<file path="config.mk">
export PLATFORM = sky130hd
export DESIGN_NAME = goomba_scheduler
export DESIGN_NICKNAME = d
export VERILOG_FILES = /design/src/rtl/goomba_scheduler.sv
export SDC_FILE = /design/constraint.sdc
export NUM_CORES = 1
export LEC_CHECK = 0
export BUFFER_PORTS_ARGS = -buffer_cell sky130_fd_sc_hd__buf_4
export CAP_MARGIN = 20
export CORE_MARGIN = 2
export CORE_UTILIZATION = 40
export CTS_BUF_LIST = sky130_fd_sc_hd__clkbuf_8
export CTS_CLUSTER_SIZE = 25
export DETAILED_ROUTE_END_ITERATION = 10
export MAX_ROUTING_LAYER = met4
export RECOVER_POWER = 100
export SLEW_MARGIN = 20
export SYNTH_ARGS = -nofsm -noshare
export SYNTH_HDL_FRONTEND = slang
export SYNTH_SLANG_ARGS = --single-unit
</file>
<file path="constraint.sdc">
create_clock -name Clk -period 6.3 [get_ports Clk]
set_input_delay 0.315 -clock Clk [delete_from_list [all_inputs] [get_ports Clk]]
set_output_delay 0.315 -clock Clk [all_outputs]
set_load 0.01 [all_outputs]
</file>
<file path="src/rtl/goomba_scheduler.sv">
// Goomba spawn scheduler: queues spawn requests, starts at most one goomba per frame in the
// lowest free slot, confirms it came alive, and holds every slot in kill while Mario is dead.
//
// state   | meaning
// IDLE    | waiting for a frame tick with a queued request and a free slot
// ISSUE   | one-cycle start pulse to the chosen slot, FIFO head popped
// CONFIRM | waiting up to 8 cycles for the chosen slot to report alive
// DEAD    | Mario killed; all slots held in kill until restart
module goomba_scheduler (
    input  logic       Clk,
    input  logic       Reset,
    input  logic       frame_clk,
    input  logic       spawn_valid,
    output logic       spawn_ready,
    input  logic [9:0] spawn_x,
    input  logic [9:0] spawn_y,
    input  logic [3:0] goomba_alive,
    input  logic [3:0] goomba_kill_mario,
    input  logic       restart,
    output logic [3:0] goomba_start,
    output logic [3:0] goomba_kill,
    output logic [9:0] goomba_spawnX,
    output logic [9:0] goomba_spawnY,
    output logic       mario_dead,
    output logic [2:0] active_count,
    output logic       spawn_fail
);

    typedef enum logic [1:0] {IDLE, ISSUE, CONFIRM, DEAD} state_t;

    state_t      state, state_nxt;
    logic        frame_clk_d;
    logic        frame_tick;
    logic [19:0] fifo_mem [4];
    logic [1:0]  wr_ptr, rd_ptr;
    logic [2:0]  fifo_count;
    logic        fifo_full, fifo_empty;
    logic        push, pop;
    logic        reserved;
    logic [1:0]  res_slot;
    logic [3:0]  res_mask, free_mask;
    logic [1:0]  sel_slot;
    logic        any_free;
    logic        kill_hit, enter_dead;
    logic        confirmed, timeout;
    logic [2:0]  timer;

    assign frame_tick = frame_clk & ~frame_clk_d;
    assign fifo_full  = (fifo_count == 3'd4);
    assign fifo_empty = (fifo_count == 3'd0);
    assign spawn_ready = !fifo_full && (state != DEAD);
    assign push = spawn_valid && spawn_ready;
    assign pop  = (state == ISSUE);

    assign res_mask  = reserved ? (4'b0001 << res_slot) : 4'b0000;
    assign free_mask = ~goomba_alive & ~res_mask;
    assign any_free  = |free_mask;

    assign kill_hit   = |(goomba_kill_mario & goomba_alive);
    assign enter_dead = kill_hit && (state != DEAD);
    assign confirmed  = goomba_alive[res_slot];
    assign timeout    = (state == CONFIRM) && (timer == 3'd0) && !confirmed;

    always_comb begin
        sel_slot = 2'd0;
        for (int i = 3; i >= 0; i--) begin
            if (free_mask[i]) sel_slot = 2'(i);
        end
    end

    always_comb begin
        active_count = 3'(goomba_alive[0]) + 3'(goomba_alive[1])
                     + 3'(goomba_alive[2]) + 3'(goomba_alive[3]);
    end

    always_ff @(posedge Clk) begin
        if (Reset) state <= IDLE;
        else       state <= state_nxt;
    end

    // Death check sits ahead of every other transition in each live state.
    always_comb begin
        state_nxt    = state;
        goomba_start = 4'b0000;
        goomba_kill  = 4'b0000;
        mario_dead   = 1'b0;
        case (state)
            IDLE: begin
                if (kill_hit)                                    state_nxt = DEAD;
                else if (frame_tick && !fifo_empty && any_free)  state_nxt = ISSUE;
            end
            ISSUE: begin
                goomba_start = 4'b0001 << res_slot;
                state_nxt    = kill_hit ? DEAD : CONFIRM;
            end
            CONFIRM: begin
                if (kill_hit)                            state_nxt = DEAD;
                else if (confirmed || timer == 3'd0)     state_nxt = IDLE;
            end
            DEAD: begin
                goomba_kill = 4'b1111;
                mario_dead  = 1'b1;
                if (restart) state_nxt = IDLE;
            end
            default: state_nxt = IDLE;
        endcase
    end

    always_ff @(posedge Clk) begin
        if (push) fifo_mem[wr_ptr] <= {spawn_x, spawn_y};
    end

    always_ff @(posedge Clk) begin
        if (Reset) begin
            frame_clk_d   <= 1'b0;
            wr_ptr        <= 2'd0;
            rd_ptr        <= 2'd0;
            fifo_count    <= 3'd0;
            reserved      <= 1'b0;
            res_slot      <= 2'd0;
            timer         <= 3'd0;
            goomba_spawnX <= 10'd0;
            goomba_spawnY <= 10'd0;
            spawn_fail    <= 1'b0;
        end else begin
            frame_clk_d <= frame_clk;
            spawn_fail  <= timeout && !kill_hit;
            if (enter_dead) begin
                wr_ptr     <= 2'd0;
                rd_ptr     <= 2'd0;
                fifo_count <= 3'd0;
                reserved   <= 1'b0;
                timer      <= 3'd0;
            end else begin
                if (push) wr_ptr <= wr_ptr + 2'd1;
                if (pop)  rd_ptr <= rd_ptr + 2'd1;
                case ({push, pop})
                    2'b10:   fifo_count <= fifo_count + 3'd1;
                    2'b01:   fifo_count <= fifo_count - 3'd1;
                    default: fifo_count <= fifo_count;
                endcase
                if (state == IDLE && state_nxt == ISSUE) begin
                    res_slot      <= sel_slot;
                    reserved      <= 1'b1;
                    goomba_spawnX <= fifo_mem[rd_ptr][19:10];
                    goomba_spawnY <= fifo_mem[rd_ptr][9:0];
                end
                // Timer counts down the 8 confirm cycles; terminal count is 0.
                if (state == ISSUE) timer <= 3'd7;
                if (state == CONFIRM) begin
                    if (state_nxt == IDLE) reserved <= 1'b0;
                    else                   timer    <= timer - 3'd1;
                end
            end
        end
    end

endmodule
</file>
Word-level counts from Yosys, hierarchy flattened

Memories as Yosys holds them, arrays and structs flattened. A register that Yosys moved wholly into a read port is not among the register bits.
Cells that the tools add are included.
W data, S select, Z words.

Add/sub/neg operators: 8
Multiply operators: 0
Div/mod/pow operators: 0
Order comparisons: 1
Equality and inequality tests: 8
Shifts and indexed selects: 1
Muxes and demuxes: 26
Bitwise logic cells: 7
Reduce and logical (&&, ||, !) cells: 23

Operator list:

| cell                  | number |
|---|---|
| $mux W2               | 9 |
| $mux W4               | 3 |
| $logic_and A1 B1 Y1   | 9 |
| $mux W3               | 3 |
| $and A4 B4 Y4         | 2 |
| $mux W1               | 8 |
| $not A4 Y4            | 2 |
| $pmux W2 S4           | 1 |
| $reduce_or A4 Y1      | 2 |
| $eq A2 B1 Y1 const B  | 3 |
| $eq A2 B2 Y1 const B  | 3 |
| $logic_not A3 Y1      | 2 |
| $pmux W3 S2           | 1 |
| $sub A3 B1 Y3 const B | 2 |
| $add A2 B1 Y2 const B | 2 |
| $logic_not A1 Y1      | 4 |
| $logic_not A2 Y1      | 2 |
| $shl A1 B2 Y4 const A | 1 |
| $add A2 B1 Y3         | 1 |
| $add A3 B1 Y3         | 1 |
| $add A3 B1 Y3 const B | 1 |
| $eq A3 B3 Y1 const B  | 1 |
| $lt A2 B3 Y1 const B  | 1 |
| $add A1 B1 Y2         | 1 |
| other kinds (8)       | 9 |

Register bits: 17
Bits in latches: 0
Memory bits (writable): 80
Memory bits (read-only): 0
Input bits: 33
Word-level logic and storage cells: 84
Memories kept: 1

Memories:

| memory   | words | bits a word | rd ports | clocked after memory_dff | write ports | RTL line | text |
|---|---|---|---|---|---|---|---|
| fifo_mem | 4     | 20          | 1        | 1                        | 1           | 34       | `logic [19:0] fifo_mem [4];` |

Longest topological paths before layout

Gate-level depths: netlist of the first run.

Depth after elaboration: 14
Gate-level depth with buffers: 12
Depth with buffers taken out: 10

Least setup slack after synthesis of the first run

OpenSTA, ideal clock, no wires.

Path kind: register -> register
Start point: register state[1]
End point: register fifo_count[2]
Library setup time: 0.138 ns
Arrival time: 2.201 ns
Required time: 6.162 ns
Setup slack: 3.961 ns
Cell stages (with the launch flop): 13
Path buffers: 2
Cell sequence: dfxtp_1 -> clkbuf_1 -> and2_1 -> clkbuf_1 -> a211oi_2 -> inv_1 -> ha_1 -> inv_1 -> fa_1 -> xor2_1 -> nor2_1 -> xnor2_1 -> nor2_1

Word-level cells in the longest chain between the ends: 5

RTL lines:

| what                                              | RTL line | text |
|---|---|---|
| from (decl)                                       | 31       | `state_t state, state_nxt;` |
| from (signal assigned)                            | 78       | `else state <= state_nxt;` |
| $ne A2 B2 Y1                                      | 51, 60   |  |
| $logic_and A1 B1 Y1                               | 51       | `assign spawn_ready = !fifo_full && (state != DEAD);` |
| $logic_and A1 B1 Y1                               | 52       | `assign push = spawn_valid && spawn_ready;` |
| $eq A2 B1 Y1 or $eq A2 B2 Y1 (tied branches)      | 137      | `case ({push, pop})` |
| $pmux W3 S2 or $reduce_bool A2 Y1 (tied branches) | --       |  |
| to (signal assigned)                              | 138      | `2'b10: fifo_count <= fifo_count + 3'd1;` |
| to (signal assigned)                              | 139      | `2'b01: fifo_count <= fifo_count - 3'd1;` |
| to (signal assigned)                              | 140      | `default: fifo_count <= fifo_count;` |
| to (decl)                                         | 36       | `logic [2:0] fifo_count;` |

Several ways; a longest one is shown, not always the timed one.
A chain may end at the register's enable or synchronous reset.

Final worst setup path of the first run

Start point: register res_slot[0]
End point: register reserved

Word-level cells in the longest chain between the ends: 14

RTL lines:

| what                   | RTL line | text |
|---|---|---|
| from (decl)            | 40       | `logic [1:0] res_slot;` |
| from (signal assigned) | 143      | `res_slot <= sel_slot;` |
| $shl A1 B2 Y4          | 55       | `assign res_mask = reserved ? (4'b0001 << res_slot) : 4'b0000;` |
| $mux W4                | 55       |  |
| $not A4 Y4             | 56       | `assign free_mask = ~goomba_alive & ~res_mask;` |
| $and A4 B4 Y4          | 56       |  |
| $reduce_or A4 Y1       | 57       | `assign any_free = \|free_mask;` |
| $logic_and A1 B1 Y1    | 90       | `else if (frame_tick && !fifo_empty && any_free) state_nxt = ISSUE;` |
| $mux W2                | 90       |  |
| $mux W2                | 89       | `if (kill_hit) state_nxt = DEAD;` |
| $pmux W2 S4 (*)        | 87       | `case (state)` |
| $eq A2 B1 Y1           | 142      | `if (state == IDLE && state_nxt == ISSUE) begin` |
| $logic_and A1 B1 Y1    | 142      |  |
| $mux W1                | 142      |  |
| $mux W1                | 151      | `if (state_nxt == IDLE) reserved <= 1'b0;` |
| $mux W1 (*)            | 150      | `if (state == CONFIRM) begin` |
| to (signal assigned)   | 132      | `reserved <= 1'b0;` |
| to (signal assigned)   | 144      | `reserved <= 1'b1;` |
| to (signal assigned)   | 151      |  |
| to (decl)              | 39       | `logic reserved;` |

Mark *: on every way between the ends. The rest lies on a longest branch, timed or not. The select of a mux whose other input is x is not followed.

==> flow_summary.json, run 1 <==
{
  "slowest_stage": "o211ai_1",
  "seqPwrFrac": 0.490,
  "max-vdd-ir-drop_mv": 0.138,
  "pre_cts_ws_ns": 3.77,
  "worst-path-buf-inv": 0,
  "hpwl_um": 5880,
  "avgSynthCellArea_um2": 15.0,
  "synthFlopType": "edfxtp_1",
  "clkSlewWorstSetupHoldPaths_ns": 0.08,
  "rsz0062_at_grt": "no",
  "wl_per_cell_um": 15.8,
  "synth_warnings": 0,
  "critPathTopFamily": "compound AO/OA/AOI/OAI gates",
  "cts_resized": 0,
  "synthArstFlopShare": 0,
  "cp-start-kind": "flop",
  "via_per_inst": 4.95,
  "numCtsBuffers": 17,
  "min_period_ns": 3.69,
  "maxCapViolCount": 5,
  "crit_arrival_ns": 3.86,
  "slew_headroom": -0.958,
  "fin_setup_tns_ns": 0,
  "clock_skew_ns": 0.0122,
  "maxClockFrequency_mhz": 271,
  "switching_share": 0.233,
  "ys_seq_area_frac": 0.625,
  "yosysMostFrequentCell": "edfxtp_1",
  "pwr-share-clk": 0.437,
  "area_growth_syn_to_layout_pct": 15.8,
  "slowest_delay_ns": 2.23,
  "synth_edf_count": 80,
  "clock_latency_ns": 0.42,
  "p_leak_nw": 2.08,
  "numPortBuffers": 66,
  "grt-ovfl-total": 0,
  "h-tree-depth": 4,
  "setup_violations": 0,
  "worst_pin_slew_ns": 2.92,
  "gp_congestion": 0.832,
  "synth_top_area_share": 0.478,
  "antenna_found_initial": 0,
  "syn_inst": 335,
  "combPwrFrac": 0.073,
  "synthesis.nets": 379,
  "grt_max_degree": 51,
  "clock-root-buffer": "clkbuf_8",
  "worstPathRequired_ns": 6.47,
  "fin_ws_ns": 2.61,
  "syn_area_um2": 5020,
  "grt_pass1_vias": 2924,
  "violations": "max-capacitance violations, max-slew violations",
  "status": "finished, violations left",
  "cts_setup_buffers": 0,
  "ys_seq_elements": 117,
  "clock_sinks": 117,
  "dieArea_um2": 13500,
  "grt_pass1_wl_um": 14700,
  "end_kind": "flop",
  "power.internal_mw": 1.35,
  "hold_buffers": 0,
  "initial_core_util": 0.413,
  "setup.worst_path.class": "flop to flop",
  "post-route-util": 0.478,
  "ys_types": 52,
  "cp_max_fo": 23,
  "rows": 40,
  "p_sw_uw": 408,
  "die-height_um": 116,
  "antenna_left": 0,
  "num_vias": 2881,
  "clockBufferDepth": 2,
  "synthTopCellsByCount": "80 x edfxtp_1, 41 x nand2b_1, 37 x dfxtp_1",
  "firstDrtPassIters": 4,
  "die_x_um": 116,
  "hold_path_class": "primary input to flop",
  "hold_viol_final": 0,
  "worstPathCellList": "mux2_1 > a32oi_1 > o211ai_1 > a221oi_1",
  "drt_iter0_drc": 146,
  "drc": 0,
  "cts_tree": "built",
  "core-area_um2": 12200,
  "min_period_over_period": 0.585,
  "grtUsageTotal": 0.151,
  "drive_above_1_share": 0.169,
  "synth_area_leaders": "edfxtp_1 48%, dfxtp_1 15%, mux4_2 9.4%, nand2b_1 5.1%, mux2i_1 4.6%",
  "num_io_pins": 67,
  "yosysTopAreaCell": "edfxtp_1",
  "power_density_nw_per_um2": 301,
  "slew_violations": 96,
  "final_nets": 445,
  "wl_um": 9200,
  "antenna_cells": 0
}
-- cells in the final DEF, fill, tap and decap left out, drive strengths merged, types with 12 or more instances in the layout --
| cell type | Yosys | routed |
|---|---|---|
| nor2 | 17 | 17 |
| dfxtp | 37 | 37 |
| inv | 17 | 25 |
| edfxtp | 80 | 80 |
| buf | 9 | 12 |
| mux4 | 21 | 21 |
| mux2i | 23 | 23 |
| nand2b | 41 | 41 |
| clkbuf | 10 | 71 |
-- sequential cells by signal (all words and copies together), names as in the netlist, 2 cells and up --
| name | flops |
|---|---|
| fifo_mem | 80 |
| goomba_spawnX | 10 |
| goomba_spawnY | 10 |
| fifo_count | 3 |
| timer | 3 |
| rd_ptr | 2 |
| res_slot | 2 |
| state | 2 |
| wr_ptr | 2 |
-- per-layer routing --
metal,part of all wire,global-route usage
met2,0.50,0.246
met3,0.044,0.0366
met5,0,-
met1,0.44,0.182
met4,0.0097,0.0595
-- logic make-up after synthesis --
group	Yosys count	synth area share
muxes	46	0.145
xor gates and xnor gates	6	0.0105
adders and majority gates	11	0.0304
DFF	117	0.625
buffers and inverters	36	0.0349
AOI/OAI and AO/OA	27	0.0478
and+or+nand+nor	92	0.106
-- final cells by class --
type                            instances  area, µm²
Clock buffer                           17        234
Clock inverter                         15        215
Fill cell                            1126       6340
Inverter                               17       63.8
Multi-Input combinational cell        182       1660
Sequential cell                       117       3140
Tap cell                              168        210
Timing Repair Buffer                   66        293
-- final timing paths --
check | slack [ns] | endpoint | start | cells after the start
max | 2.61 | reserved | res_slot[0] | 4
min reg2reg | 0.48 | goomba_spawnY[1] | goomba_spawnY[1] | 2
max reg2reg | 2.61 | reserved | res_slot[0] | 4
min | 0.11 | frame_clk_d | frame_clk | 2
-- power by group through the flow --
stage	clock [mW]	sequential (mW)	combinational (mW)
finish	0.766	0.859	0.129
global route	0.821	0.862	0.144
global placement	0	0.875	0.141
CTS	0.788	0.859	0.144
detailed placement	0	0.877	0.144
floorplan	0	0.869	0.0966
-- metrics by stage --
step / cell area (µm²) / hold WS [ns] / instances / total power, mW
final: 5820 / 0.113 / 582 / 1.75
after global routing: 5820 / 0.118 / 582 / 1.83
after CTS: 6070 / 0.0594 / 582 / 1.79
after detailed placement: 5620 / 0.468 / 550 / 1.02
after global placement: 5620 / 0.466 / 550 / 1.02
after floorplan: 5020 / 0.414 / 335 / 0.965
Note: power is estimated with default switching activity, not from simulation.
==> run 2, diff against run 1 <==
clock period = 3.4 ns   (was 6.3 ns; I/O delays follow)
==> run 2 against run 1 <==
Effect of this change: the flow now finishes without violations; first-iteration DRC count increased by 4.8%; critical path type unchanged; count of clock-buffer cells in the layout rose by 3; hold slack lost 0.056 ns; combinational power is 99% higher; highest routed layer unchanged; largest cell class unchanged; largest power group unchanged; power rose by 67%.
==> flow_summary.json, run 2 (same netlist as run 1, synthesis figures left out) <==
{
  "maxCapViolCount": 0,
  "worst_pin_slew_ns": 1.48,
  "rows": 40,
  "h-tree-depth": 4,
  "r2r_slack_ns": 0.81,
  "antenna_found_initial": 0,
  "grt-ovfl-total": 0,
  "pre_cts_ws_ns": 1.10,
  "slew_headroom": 0.0134,
  "core-area_um2": 12200,
  "grt_max_degree": 51,
  "slew_violations": 0,
  "die_x_um": 116,
  "antenna_left": 0,
  "numCtsBuffers": 17,
  "clock_skew_ns": 0.00895,
  "regMostFlops": "fifo_mem",
  "clock_sinks": 117,
  "min_period_over_period": 0.761,
  "hold_path_class": "primary input to flop",
  "cp-start-kind": "flop",
  "max-vdd-ir-drop_mv": 0.256,
  "placed_area_um2": 5670,
  "power.internal_mw": 2.24,
  "final_common_cell": "edfxtp_1",
  "clockBufferDepth": 2,
  "wl_um": 9700,
  "numPortBuffers": 66,
  "dieArea_um2": 13500,
  "whs_ns": 0.0564,
  "reg2reg_depth": 10,
  "r2r-start": "state[1]",
  "holdPathStages": 3,
  "crit_arrival_ns": 2.88,
  "cts_tree": "built",
  "wl_per_cell_um": 15.9,
  "setup_violations": 0,
  "grt_pass1_vias": 3030,
  "cts_setup_buffers": 0,
  "antenna_cells": 0,
  "pwr-share-clk": 0.368,
  "final_nets": 472,
  "switching_share": 0.235,
  "seqPwrFrac": 0.545,
  "area_growth_syn_to_layout_pct": 18.8,
  "worstPathRequired_ns": 3.69,
  "placed_cells": 556,
  "grtUsageTotal": 0.164,
  "via_per_inst": 4.85,
  "p_leak_nw": 2.16,
  "final_cell_area_um2": 5970,
  "setup.worst_path.class": "flop to flop",
  "cts_resized": 0,
  "power_density_nw_per_um2": 490,
  "status": "finished clean",
  "r2r_end": "fifo_count[2]",
  "drc": 0,
  "initial_core_util": 0.413,
  "hold_buffers": 21,
  "hold_viol_final": 0,
  "drt_iter0_drc": 153,
  "die-height_um": 116,
  "cp_max_fo": 9,
  "clock_latency_ns": 0.43,
  "final_cell_mix": "80 x edfxtp_1, 55 x clkbuf_1, 41 x nand2b_1",
  "fillers": 1086,
  "hpwl_um": 5970,
  "gp_congestion": 0.816,
  "drive_above_1_share": 0.163,
  "p_sw_uw": 687,
  "fin_ws_ns": 0.811,
  "num_vias": 2952,
  "worstHoldStart": "restart",
  "clkSlewWorstSetupHoldPaths_ns": 0.07,
  "clock-root-buffer": "clkbuf_8",
  "top_regs": "fifo_mem (80), goomba_spawnX (10), goomba_spawnY (10)",
  "num_io_pins": 67,
  "final_cells": 609,
  "firstDrtPassIters": 4,
  "fin_setup_tns_ns": 0,
  "end_kind": "flop",
  "min_period_ns": 2.59,
  "largest_reg_flops": 80,
  "rsz0062_at_grt": "no",
  "combPwrFrac": 0.088,
  "holdPathEnd": "state[1]",
  "grt_pass1_wl_um": 15400,
  "maxClockFrequency_mhz": 386
}
run 2: layout make-up:
| type | count | area (µm²) | area share |
|---|---|---|---|
| clock buffers | 20 | 275 | 0.0461 |
| clock inverters | 12 | 67.6 | 0.0113 |
| inverters | 17 | 63.8 | 0.0107 |
| multi-input cells | 182 | 1670 | 0.280 |
| flip-flops and latches | 117 | 3140 | 0.527 |
| well taps | 168 | 210 | 0.0352 |
| repair buffers | 93 | 534 | 0.0895 |
run 2: metal layers:
layer  GRT usage  share of wire  wire (µm)
met3      0.0591          0.044        430
met1       0.189           0.44       4240
met5           -              0          0
met4      0.0611          0.015        146
met2       0.263           0.50       4880
run 2: worst max-delay path by stage:
stage	start	to	slack (ns)
global route	state[1]	fifo_count[2]	0.52
detailed placement	state[1]	fifo_count[2]	1.10
CTS	state[1]	fifo_count[2]	1.08
floorplan	state[1]	fifo_count[2]	1.06
finish	state[1]	fifo_count[2]	0.81
global placement	state[1]	fifo_count[2]	1.23
run 2: critical path: stages (launching register included):
cell	delay (ns)
dfxtp_1	0.40
and2_0	0.32
a211oi_1	0.70
inv_1	0.13
ha_1	0.26
inv_1	0.08
fa_1	0.18
xor2_1	0.14
nor2_1	0.06
xnor2_1	0.13
nor2_1	0.05
run 2: power by group through the flow:
stage	logic (mW)	clock network [mW]	registers (mW)
after floorplan	0.179	0	1.61
after global placement	0.261	0	1.62
after detailed placement	0.268	0	1.62
after CTS	0.289	1.12	1.59
after global routing	0.287	1.19	1.60
final	0.257	1.07	1.59
run 2: metrics by stage:
| step | util | power, mW |
|---|---|---|
| floorplan | - | 1.79 |
| global placement | 0.466 | 1.88 |
| detailed placement | 0.466 | 1.89 |
| CTS | 0.511 | 3.01 |
| global route | 0.491 | 3.07 |
| finish | 0.491 | 2.92 |
==> run 3, diff against run 2 <==
clock period = 2.6 ns   (was 3.4 ns; I/O delays follow)
==> run 3 against run 2 <==
Effect of this change: non-clock buffer count increased by 5; hold slack improved by 0.089 ns; register-to-register slack got worse by 0.39 ns.
==> flow_summary.json, run 3 (same netlist as run 1, synthesis figures left out) <==
{
  "status": "finished clean",
  "grt_pass1_vias": 3037,
  "h-tree-depth": 4,
  "fin_setup_tns_ns": 0,
  "grtUsageTotal": 0.153,
  "slew_violations": 0,
  "reg2reg_depth": 4,
  "grt_pass1_wl_um": 14700,
  "r2r_end": "fifo_mem[3][14]",
  "drc": 0,
  "core-area_um2": 12200,
  "clock-root-buffer": "clkbuf_8",
  "r2r_slack_ns": 0.42,
  "cp_max_fo": 20,
  "cts_tree": "built",
  "max-vdd-ir-drop_mv": 0.391,
  "whs_ns": 0.145,
  "die-height_um": 116,
  "setup.worst_path.class": "flop to flop",
  "end_kind": "flop",
  "regMostFlops": "fifo_mem",
  "final_cell_mix": "80 x edfxtp_1, 55 x clkbuf_1, 41 x nand2b_1",
  "worstHoldStart": "Reset",
  "wl_per_cell_um": 15.2,
  "hpwl_um": 5850,
  "num_io_pins": 67,
  "slew_headroom": 0.533,
  "final_cell_area_um2": 6110,
  "wl_um": 9340,
  "clock_latency_ns": 0.41,
  "numCtsBuffers": 17,
  "maxClockFrequency_mhz": 458,
  "hold_path_class": "primary input to flop",
  "via_per_inst": 4.85,
  "final_nets": 477,
  "p_leak_nw": 2.23,
  "crit_arrival_ns": 2.22,
  "maxCapViolCount": 0,
  "power_density_nw_per_um2": 690,
  "numPortBuffers": 66,
  "grt_max_degree": 51,
  "cts_resized": 0,
  "min_period_ns": 2.18,
  "drive_above_1_share": 0.168,
  "clock_skew_ns": 0.00935,
  "initial_core_util": 0.413,
  "die_x_um": 116,
  "num_vias": 2977,
  "antenna_cells": 0,
  "worst_pin_slew_ns": 0.701,
  "area_growth_syn_to_layout_pct": 21.6,
  "antenna_left": 0,
  "hold_viol_final": 0,
  "final_common_cell": "edfxtp_1",
  "grt-ovfl-total": 0,
  "clock_sinks": 117,
  "firstDrtPassIters": 4,
  "top_regs": "fifo_mem (80), goomba_spawnX (10), goomba_spawnY (10)",
  "rows": 40,
  "min_period_over_period": 0.839,
  "dieArea_um2": 13500,
  "antenna_found_initial": 0,
  "placed_area_um2": 5710,
  "worstPathRequired_ns": 2.64,
  "cts_setup_buffers": 0,
  "r2r-start": "state[1]",
  "largest_reg_flops": 80,
  "holdPathEnd": "frame_clk_d",
  "gp_congestion": 0.793,
  "clkSlewWorstSetupHoldPaths_ns": 0.07,
  "rsz0062_at_grt": "no",
  "setup_violations": 0,
  "clockBufferDepth": 2,
  "hold_buffers": 22,
  "power_mw": 4.22,
  "drt_iter0_drc": 179,
  "cp-start-kind": "flop",
  "holdPathStages": 2
}
[run 3: cell type report]
type	count	area, µm²
inverter	17	63.8
clock inverter	15	195
fill	1091	6050
tap	168	210
sequential	117	3140
multi-input combinational	182	1680
timing repair buffer	98	587
clock buffer	17	234
[run 3: report_power, final]
| part | internal (mW) | switching [mW] |
|---|---|---|
| Clock | 1.11 | 0.678 |
| Sequential | 2.05 | 0.0282 |
| Combinational | 0.168 | 0.180 |
[run 3: per-layer routing]
metal	GRT usage	routed length (µm)	vias to the layer above
met5	-	0	-
met4	0.0651	85	0
met3	0.0418	397	6
met2	0.253	4790	73
met1	0.177	4070	1470
li1	-	-	1428
[run 3: worst max-delay path, stage by stage (launching register included)]
cell      delay, ns
dfxtp_1        0.40
and2_0         0.22
a211oi_2       0.44
and2_1         0.19
clkbuf_2       0.55
[run 3: worst max-delay path by stage]
stage / slack, ns / endpoint / cells past startpoint / start
after floorplan: 0.26 / fifo_count[2] / 12 / state[1]
after global placement: 0.54 / goomba_spawnY[4] / 5 / res_slot[0]
after detailed placement: 0.47 / goomba_spawnY[4] / 5 / res_slot[0]
after CTS: 0.46 / goomba_spawnY[4] / 5 / res_slot[0]
after global routing: 0.26 / fifo_count[1] / 9 / state[1]
final: 0.42 / fifo_mem[3][14] / 4 / state[1]
[run 3: through the flow]
stage | setup slack, ns | std cells | utilization
4_1_cts | 0.457 | 614 | 0.523
2_1_floorplan | 0.261 | 335 | -
5_1_grt | 0.264 | 614 | 0.503
3_5_place_dp | 0.470 | 560 | 0.469
6_report | 0.418 | 614 | 0.503
3_3_place_gp | 0.541 | 560 | 0.469
